--- config.mk ---
export PLATFORM = sky130hd
export DESIGN_NAME = dvp_stream_tx
export DESIGN_NICKNAME = d
export VERILOG_FILES = /design/src/rtl/dvp_stream_tx.sv
export SDC_FILE = /design/constraint.sdc
export NUM_CORES = 1
export LEC_CHECK = 0
export CAP_MARGIN = 20
export CORE_AREA = 2 2 82 84
export DETAILED_ROUTE_END_ITERATION = 8
export DIE_AREA = 0 0 84 86
export PLACE_DENSITY = 0.76
export SLEW_MARGIN = 20
export SYNTH_ARGS = -nofsm -noshare
export SYNTH_HDL_FRONTEND = slang
export SYNTH_SLANG_ARGS = --single-unit
--- constraint.sdc ---
create_clock -name iCLK -period 7.7 [get_ports iCLK]
set_input_delay 1.54 -clock iCLK [delete_from_list [all_inputs] [get_ports iCLK]]
set_output_delay 1.54 -clock iCLK [all_outputs]
set_load 0.05 [all_outputs]
--- src/rtl/dvp_stream_tx.sv ---
// OV7670-style DVP transmitter: turns a 16-bit YCbCr 4:2:2 pixel stream into
// VSYNC/HREF/byte timing, one byte per clock, requesting one pixel word per two bytes.
module dvp_stream_tx #(
    parameter int unsigned H_ACTIVE  = 640,
    parameter int unsigned V_ACTIVE  = 480,
    parameter int unsigned H_BLANK   = 144,
    parameter int unsigned VSYNC_LEN = 3,
    parameter int unsigned V_BACK    = 17,
    parameter int unsigned V_FRONT   = 10
) (
    input  logic        iCLK,
    input  logic        iRST,
    input  logic        iEN,
    input  logic [15:0] iPIX_DATA,
    input  logic        iPIX_VALID,
    output logic        oPIX_READY,
    output logic [7:0]  oDATA,
    output logic        oHREF,
    output logic        oVSYNC,
    output logic [15:0] oFrame_Cont,
    output logic        oUNDERFLOW
);

    localparam int unsigned LINE_LEN    = 2 * H_ACTIVE + H_BLANK;
    localparam int unsigned FRAME_LINES = VSYNC_LEN + V_BACK + V_ACTIVE + V_FRONT;
    localparam int unsigned HW          = $clog2(LINE_LEN);
    localparam int unsigned VW          = $clog2(FRAME_LINES);

    localparam logic [HW-1:0] H_LAST     = HW'(LINE_LEN - 1);
    localparam logic [HW-1:0] H_ACT_END  = HW'(2 * H_ACTIVE);
    localparam logic [HW-1:0] H_RDY_END  = HW'(2 * H_ACTIVE - 2);
    localparam logic [VW-1:0] V_VS_LAST  = VW'(VSYNC_LEN - 1);
    localparam logic [VW-1:0] V_VB_LAST  = VW'(VSYNC_LEN + V_BACK - 1);
    localparam logic [VW-1:0] V_ACT_LAST = VW'(VSYNC_LEN + V_BACK + V_ACTIVE - 1);
    localparam logic [VW-1:0] V_FR_LAST  = VW'(FRAME_LINES - 1);
    localparam logic [15:0]   BLACK_PIX  = 16'h8010;

    typedef enum logic [2:0] {
        S_IDLE,
        S_VSYNC,
        S_VBACK,
        S_ACTIVE,
        S_VFRONT
    } state_t;

    state_t        r_state;
    logic [HW-1:0] r_hcnt;
    logic [VW-1:0] r_vcnt;
    logic [7:0]    r_y;
    logic [7:0]    r_data;
    logic          r_href;
    logic          r_vsync;
    logic [15:0]   r_frame_cnt;
    logic          r_underflow;

    state_t        w_state_nxt;
    logic [HW-1:0] w_hcnt_nxt;
    logic [VW-1:0] w_vcnt_nxt;
    logic          w_line_end;
    logic          w_frame_done;
    logic          w_ready;
    logic [15:0]   w_word;
    logic          w_href_nxt;
    logic [7:0]    w_data_nxt;

    // Line-granular frame sequencing plus the byte-slot decode for the next cycle.
    always_comb begin
        w_state_nxt  = r_state;
        w_hcnt_nxt   = r_hcnt;
        w_vcnt_nxt   = r_vcnt;
        w_frame_done = 1'b0;
        w_line_end   = (r_hcnt == H_LAST);
        w_ready      = 1'b0;
        w_word       = iPIX_VALID ? iPIX_DATA : BLACK_PIX;
        w_href_nxt   = 1'b0;
        w_data_nxt   = 8'h00;

        if (r_state == S_IDLE) begin
            if (iEN) begin
                w_state_nxt = S_VSYNC;
                w_hcnt_nxt  = '0;
                w_vcnt_nxt  = '0;
            end
        end else if (w_line_end) begin
            w_hcnt_nxt = '0;
            w_vcnt_nxt = r_vcnt + VW'(1);
            case (r_state)
                S_VSYNC:  if (r_vcnt == V_VS_LAST)  w_state_nxt = S_VBACK;
                S_VBACK:  if (r_vcnt == V_VB_LAST)  w_state_nxt = S_ACTIVE;
                S_ACTIVE: if (r_vcnt == V_ACT_LAST) w_state_nxt = S_VFRONT;
                S_VFRONT: begin
                    if (r_vcnt == V_FR_LAST) begin
                        w_frame_done = 1'b1;
                        w_vcnt_nxt   = '0;
                        w_state_nxt  = iEN ? S_VSYNC : S_IDLE;
                    end
                end
                default:  w_state_nxt = S_IDLE;
            endcase
        end else begin
            w_hcnt_nxt = r_hcnt + HW'(1);
        end

        // Request a word one cycle ahead of every C-byte slot.
        w_ready = ((r_state == S_VBACK) && (r_vcnt == V_VB_LAST) && w_line_end) ||
                  ((r_state == S_ACTIVE) &&
                   ((w_line_end && (r_vcnt != V_ACT_LAST)) ||
                    (r_hcnt[0] && (r_hcnt < H_RDY_END))));

        w_href_nxt = (w_state_nxt == S_ACTIVE) && (w_hcnt_nxt < H_ACT_END);
        if (w_ready) begin
            w_data_nxt = w_word[15:8];
        end else if (w_href_nxt && w_hcnt_nxt[0]) begin
            w_data_nxt = r_y;
        end
    end

    always_ff @(posedge iCLK) begin
        if (iRST) begin
            r_state     <= S_IDLE;
            r_hcnt      <= '0;
            r_vcnt      <= '0;
            r_y         <= 8'h00;
            r_data      <= 8'h00;
            r_href      <= 1'b0;
            r_vsync     <= 1'b0;
            r_frame_cnt <= 16'h0000;
            r_underflow <= 1'b0;
        end else begin
            r_state <= w_state_nxt;
            r_hcnt  <= w_hcnt_nxt;
            r_vcnt  <= w_vcnt_nxt;
            r_data  <= w_data_nxt;
            r_href  <= w_href_nxt;
            r_vsync <= (w_state_nxt == S_VSYNC);
            if (w_ready) begin
                r_y <= w_word[7:0];
                if (!iPIX_VALID) begin
                    r_underflow <= 1'b1;
                end
            end
            if (w_frame_done) begin
                r_frame_cnt <= r_frame_cnt + 16'd1;
            end
        end
    end

    assign oPIX_READY  = w_ready;
    assign oDATA       = r_data;
    assign oHREF       = r_href;
    assign oVSYNC      = r_vsync;
    assign oFrame_Cont = r_frame_cnt;
    assign oUNDERFLOW  = r_underflow;

endmodule

# Word level (Yosys, flattened, before mapping)
# Index checks and enable logic that the tools add are counted.
dict set report classes {
  n_addsub 3
  order_cmp 2
  eq_ne 13
  n_mux 24
  bitwise 1
  n_reduce_logical 13
}
# cell n
set op_table {}
lappend op_table {{$mux W9} 5}
lappend op_table {{$mux W11} 3}
lappend op_table {{$lt A11 B11 Y1 const B} 2}
lappend op_table {{$mux W3} 7}
lappend op_table {{$eq A9 B9 Y1 const B} 2}
lappend op_table {{$add A16 B1 Y16 const B} 1}
lappend op_table {{$mux W16} 1}
lappend op_table {{$mux W8} 2}
lappend op_table {{$pmux W3 S4} 1}
lappend op_table {{$add A11 B1 Y11 const B} 1}
lappend op_table {{$eq A11 B11 Y1 const B} 1}
lappend op_table {{$add A9 B1 Y9 const B} 1}
lappend op_table {{$eq A3 B2 Y1 const B} 3}
lappend op_table {{$eq A9 B2 Y1 const B} 1}
lappend op_table {{$eq A9 B5 Y1 const B} 1}
lappend op_table {{$ne A9 B9 Y1 const B} 1}
lappend op_table {{$logic_and A1 B1 Y1} 7}
lappend op_table {{$eq A3 B1 Y1 const B} 2}
lappend op_table {{$mux W1} 5}
lappend op_table {{$reduce_and A2 Y1} 2}
lappend op_table {{$eq A3 B3 Y1 const B} 1}
lappend op_table {{$logic_not A3 Y1} 1}
lappend op_table {{$logic_or A1 B1 Y1} 2}
lappend op_table {{$ne A2 B2 Y1 const B} 1}
lappend op_table {{other kinds (2)} 2}
dict set report totals {
  ff_bits 58
  in_bits 20
  output_inout_bits 28
  elab_cells 65
}

# Longest topological paths before layout
dict set report logic_depth {
  ltp_word 10
  ltp_mapped 9
  ltp_nobuf 8
}

# Worst setup path after synthesis
# OpenSTA, ideal clock, no wires.
dict set report synth_timing {
  path_kind {reg-to-output}
  start {reg r_hcnt[5]}
  end {out oPIX_READY}
  arrival_ps 2292
  t_required_ps 6160
  setup_slack_ps 3868
  stages_incl_launch_ff 7
  path_cell_list {dfxtp_1 -> or4b_4 -> nor3_1 -> clkbuf_1 -> a32oi_1 -> inv_1 -> clkbuf_1}
}
dict set report synth_between {
  elab_chain_cells 5
  word_cells_on_any_way 8
  cone_classes {1 x order compare; 1 x eq/ne; 6 x reduce/logical}
}
# item line
set synth_lines {}
lappend synth_lines {{start: declaration} 47} ;# logic [HW-1:0] r_hcnt;
lappend synth_lines {{start signal: assignment} 131} ;# r_hcnt <= w_hcnt_nxt;
lappend synth_lines {{$lt A11 B11 Y1 / $eq A11 B11 Y1 (equally long branches)} {108, 72}}
lappend synth_lines {{$logic_and A1 B1 Y1 (on tied branches)} {108, 107}}
lappend synth_lines {{$logic_or A1 B1 Y1} 107} ;# ((w_line_end && (r_vcnt != V_ACT_LAST)) ||
lappend synth_lines {{$logic_and A1 B1 Y1} 106} ;# ((r_state == S_ACTIVE) &&
lappend synth_lines {{$logic_or A1 B1 Y1 *} 105} ;# w_ready = ((r_state == S_VBACK) && (r_vcnt == V_VB_LAST) && w_line_end) ||
lappend synth_lines {{end: declaration} 16} ;# output logic oPIX_READY,
# Every way passes the cells marked *; elsewhere a longest branch is shown, timed or not.

# Worst setup path in the final report
dict set report layout_timing {
  start {reg r_vcnt[1]}
  end {out oPIX_READY}
}
dict set report layout_between {
  elab_chain_cells 5
  word_cells_on_any_way 8
  cone_classes {2 x eq/ne; 6 x reduce/logical}
}
# item line
set layout_lines {}
lappend layout_lines {{start: declaration} 48} ;# logic [VW-1:0] r_vcnt;
lappend layout_lines {{start signal: assignment} 132} ;# r_vcnt <= w_vcnt_nxt;
lappend layout_lines {{$ne A9 B9 Y1} 107}
lappend layout_lines {{$logic_and A1 B1 Y1} 107}
lappend layout_lines {{$logic_or A1 B1 Y1} 107}
lappend layout_lines {{$logic_and A1 B1 Y1} 106}
lappend layout_lines {{$logic_or A1 B1 Y1 *} 105}
# Marks and branches as above.

==> results.yml <==
status:
  status: "finished, final reports clean"
layout:
  final_layout_size_suffix_gt1_share_pct: 5.959
  fin_area_um2: 3552
  area_growth_pct: 27.31
  nets: 406
  antenna_cells: 0
synth:
  synth.area.top_cells: "dfxtp_1, nor2_1, a21oi_1"
  ys_seq_elements: 58
  synth_ff_type: "dfxtp_1"
  syn_inst: 337
  yosys.cell_types.count: 51
  synth_nets: 362
  syn_avg_cell_area_um2: 8.279
  synth_edf_count: 0
  syn_area_um2: 2790
  synth_top_area_cell: "dfxtp_1"
  yosysTopAreaCellShare_pct: 41.61
  yosysWarnings: 0
  async_flop_share_pct: 0
  synth-seq-area-share_pct: 41.61
grt:
  grtUsageTotal_pct: 18.89
  grt-ovfl-total: 0
  grt_start_max_net_pins: 49
  grt_pass1_vias: 2482
  antenna_found_initial: 0
  grt_pass1_wl_mm: 11.15
clock_network:
  cts_sinks: 58
  cts-resized-gates: 0
  clk_latency_ns: 0.34
  cts-buffers-inserted: 9
  postCtsHoldBufs: 0
  clockBufferDepth: 2
  clk_pin_slew_ns: 0.06
  h-tree-depth: 3
  post-cts-setup-buffer-count: 0
  cts_tree: "yes"
  cts.root.buffer_cell: "clkbuf_8"
die:
  num_rows: 29
  fp.dieW_um: 84
  ios: 48
  initial_utilization_pct: 44.45
  fp.coreArea_um2: 6277
  dieArea_um2: 7224
  die_y_um: 86
sta:
  final-hold-violation-count: 0
  maxSlewViolCount: 0
  worst_pin_slew_ns: 0.9115
  post-route-period-util_pct: 65.15
  setup_viol: 0
  skew_ns: 0.006965
  rsz0062_at_grt: "false"
  max_freq_ghz: 0.1994
  tns_ns: 0
  max_slew_margin_pct: 39.23
  final.setup.worst_slack_ns: 2.684
  fin_crit_ns: 5.016
setup_path:
  critPathLaunchType: "register"
  path_cells: "ha_1 > nor4bb_1 > and2_1 > o21ai_0 > a32oi_1 > inv_1 > clkdlybuf4s50_1"
  r2r_slack_ns: 4.79
  critical_path.max_fanout: 11
  worst_path_max_delay_cell: "clkdlybuf4s50_1"
  r2r_start: "r_hcnt[5]$_SDFFE_PP0P_"
  max_stage_delay_ns: 0.79
  critPathRequiredTime_ns: 6.16
  reg2reg_to: "oDATA[6]$_SDFF_PP0_"
  reg2reg_depth: 6
  crit_path_end_kind: "primary output"
  critical_path_class: "reg -> out"
  worstPathArrival_ns: 3.48
placed_design:
  dpl_cell_area_um2: 3296
  routabilityCongestion: 0.8997
  dpl.hpwl_mm: 4.588
  dp_slack_ns: 2.819
  io_buffers: 47
hold_path:
  hp-class: "reg -> reg"
  whs_endpoint: "r_y[4]$_SDFFE_PP0N_"
  worstHoldStart: "r_y[4]$_SDFFE_PP0N_"
  min_path_cells: 2
routing:
  vias: 2699
  viasPerCell: 5.829
  drtIter0Drc: 156
  drc: 0
  wl_per_cell_um: 14.39
  routed_wl_mm: 6.663
  final_antenna_net_count: 0
  drtPass1Iterations: 4
power_and_ir_drop:
  leakage_uw: 0.001198
  peakVddDrop_uv: 145.8
  powerDensity_nw_per_um2: 194.1
run:
  maxCapViolCount: 0
## critical path: cells and delay by family (launching register included)
family,cells,cell delay (ns)
AO/OA/AOI/OAI,2,0.80
adder cells (fa/ha/maj),1,0.23
buffers and inverters,2,1.15
flip-flops,1,0.40
AND/OR/NAND/NOR,2,0.54
## flip-flops by register name, summed over array words and instances (netlist names)
signal,count
oDATA,8
oFrame_Cont,16
oHREF,1
oUNDERFLOW,1
oVSYNC,1
r_hcnt,11
r_state,3
r_vcnt,9
r_y,8
## layout by cell type, fill, tap and decap left out, drive strengths merged, types with 2 or more instances in the layout
cell and count:
nand2 29, nor2 40, nor4 5, nand3b 5, nor3 12, o21ai 17, or3 8, a31oi 4
and3 6, nor2b 2, a311oi 4, o2111ai 8, bufinv 3, xor2 3, ha 5, o2bb2ai 7
clkdlybuf4s50 47, nor3b 2, clkinv 2, nand4b 2, dfxtp 58, and2 6, a32oi 2, xnor2 9
nand4 7, o31ai 3, clkbuf 12, inv 10, a21boi 2, a21oi 25, nand3 20, a32o 2
and4 2
## how the worst max path moves through the flow
stage | start | endpoint | cells after the start
6_report | r_vcnt[1]$_SDFFE_PP0P_ | oPIX_READY | 7
5_1_grt | r_vcnt[1]$_SDFFE_PP0P_ | oPIX_READY | 7
4_1_cts | r_hcnt[5]$_SDFFE_PP0P_ | oPIX_READY | 5
3_5_place_dp | r_hcnt[5]$_SDFFE_PP0P_ | oPIX_READY | 5
3_3_place_gp | r_hcnt[5]$_SDFFE_PP0P_ | oPIX_READY | 5
2_1_floorplan | r_hcnt[5]$_SDFFE_PP0P_ | oPIX_READY | 6
## layer usage
layer | GRT usage (%) | share of wire [%]
met1 | 22.46 | 43
met4 | 4.985 | 0.90
met3 | 6.449 | 5.9
met5 | 0 | 0
met2 | 32.80 | 50
## cell usage after synthesis (8+ instances only)
cell type  count
or3_1          8
xnor2_1        9
inv_1         10
clkbuf_1      14
nand3_1       20
dfxtp_1       58
nor3_1        11
nor2_1        40
o2111ai_1      8
nand2_1       29
a21oi_1       25
o21ai_0       14
## power breakdown
group / switching (uW) / internal [uW]
combinational: 20.1 / 14.1
sequential: 2.47 / 301
clock: 120 / 231
total: 143 / 547
## area by class of cell
cell class / instances / area, um^2
clock inverters: 5 / 100.1
clock buffers: 11 / 151.4
inverters: 10 / 37.54
flip-flops and latches: 58 / 1161
well taps: 77 / 96.34
multi-input cells: 253 / 1523
fillers: 570 / 2725
repair buffers: 49 / 483.0
## kinds of logic after synthesis
| logic type | count (synthesis) | synth area share (%) |
|---|---|---|
| compound gates | 84 | 20.18 |
| xor+xnor | 12 | 3.767 |
| fa+ha+maj | 5 | 2.242 |
| buf+inv | 26 | 3.812 |
| flops | 58 | 41.61 |
| mux | 1 | 0.3588 |
| simple gates | 151 | 28.03 |
## per-stage QoR
stage	power (uW)	hold WS, ns	utilization [%]	instances
floorplan	328.0	0.4322	-	337
global placement	343.6	0.4396	52.50	446
detailed placement	344.2	0.4475	52.50	446
CTS	694.5	0.4551	56.51	462
global route	712.1	0.4831	56.59	463
finish	689.5	0.4552	56.59	463
Note: power is estimated with default switching activity, not from simulation.
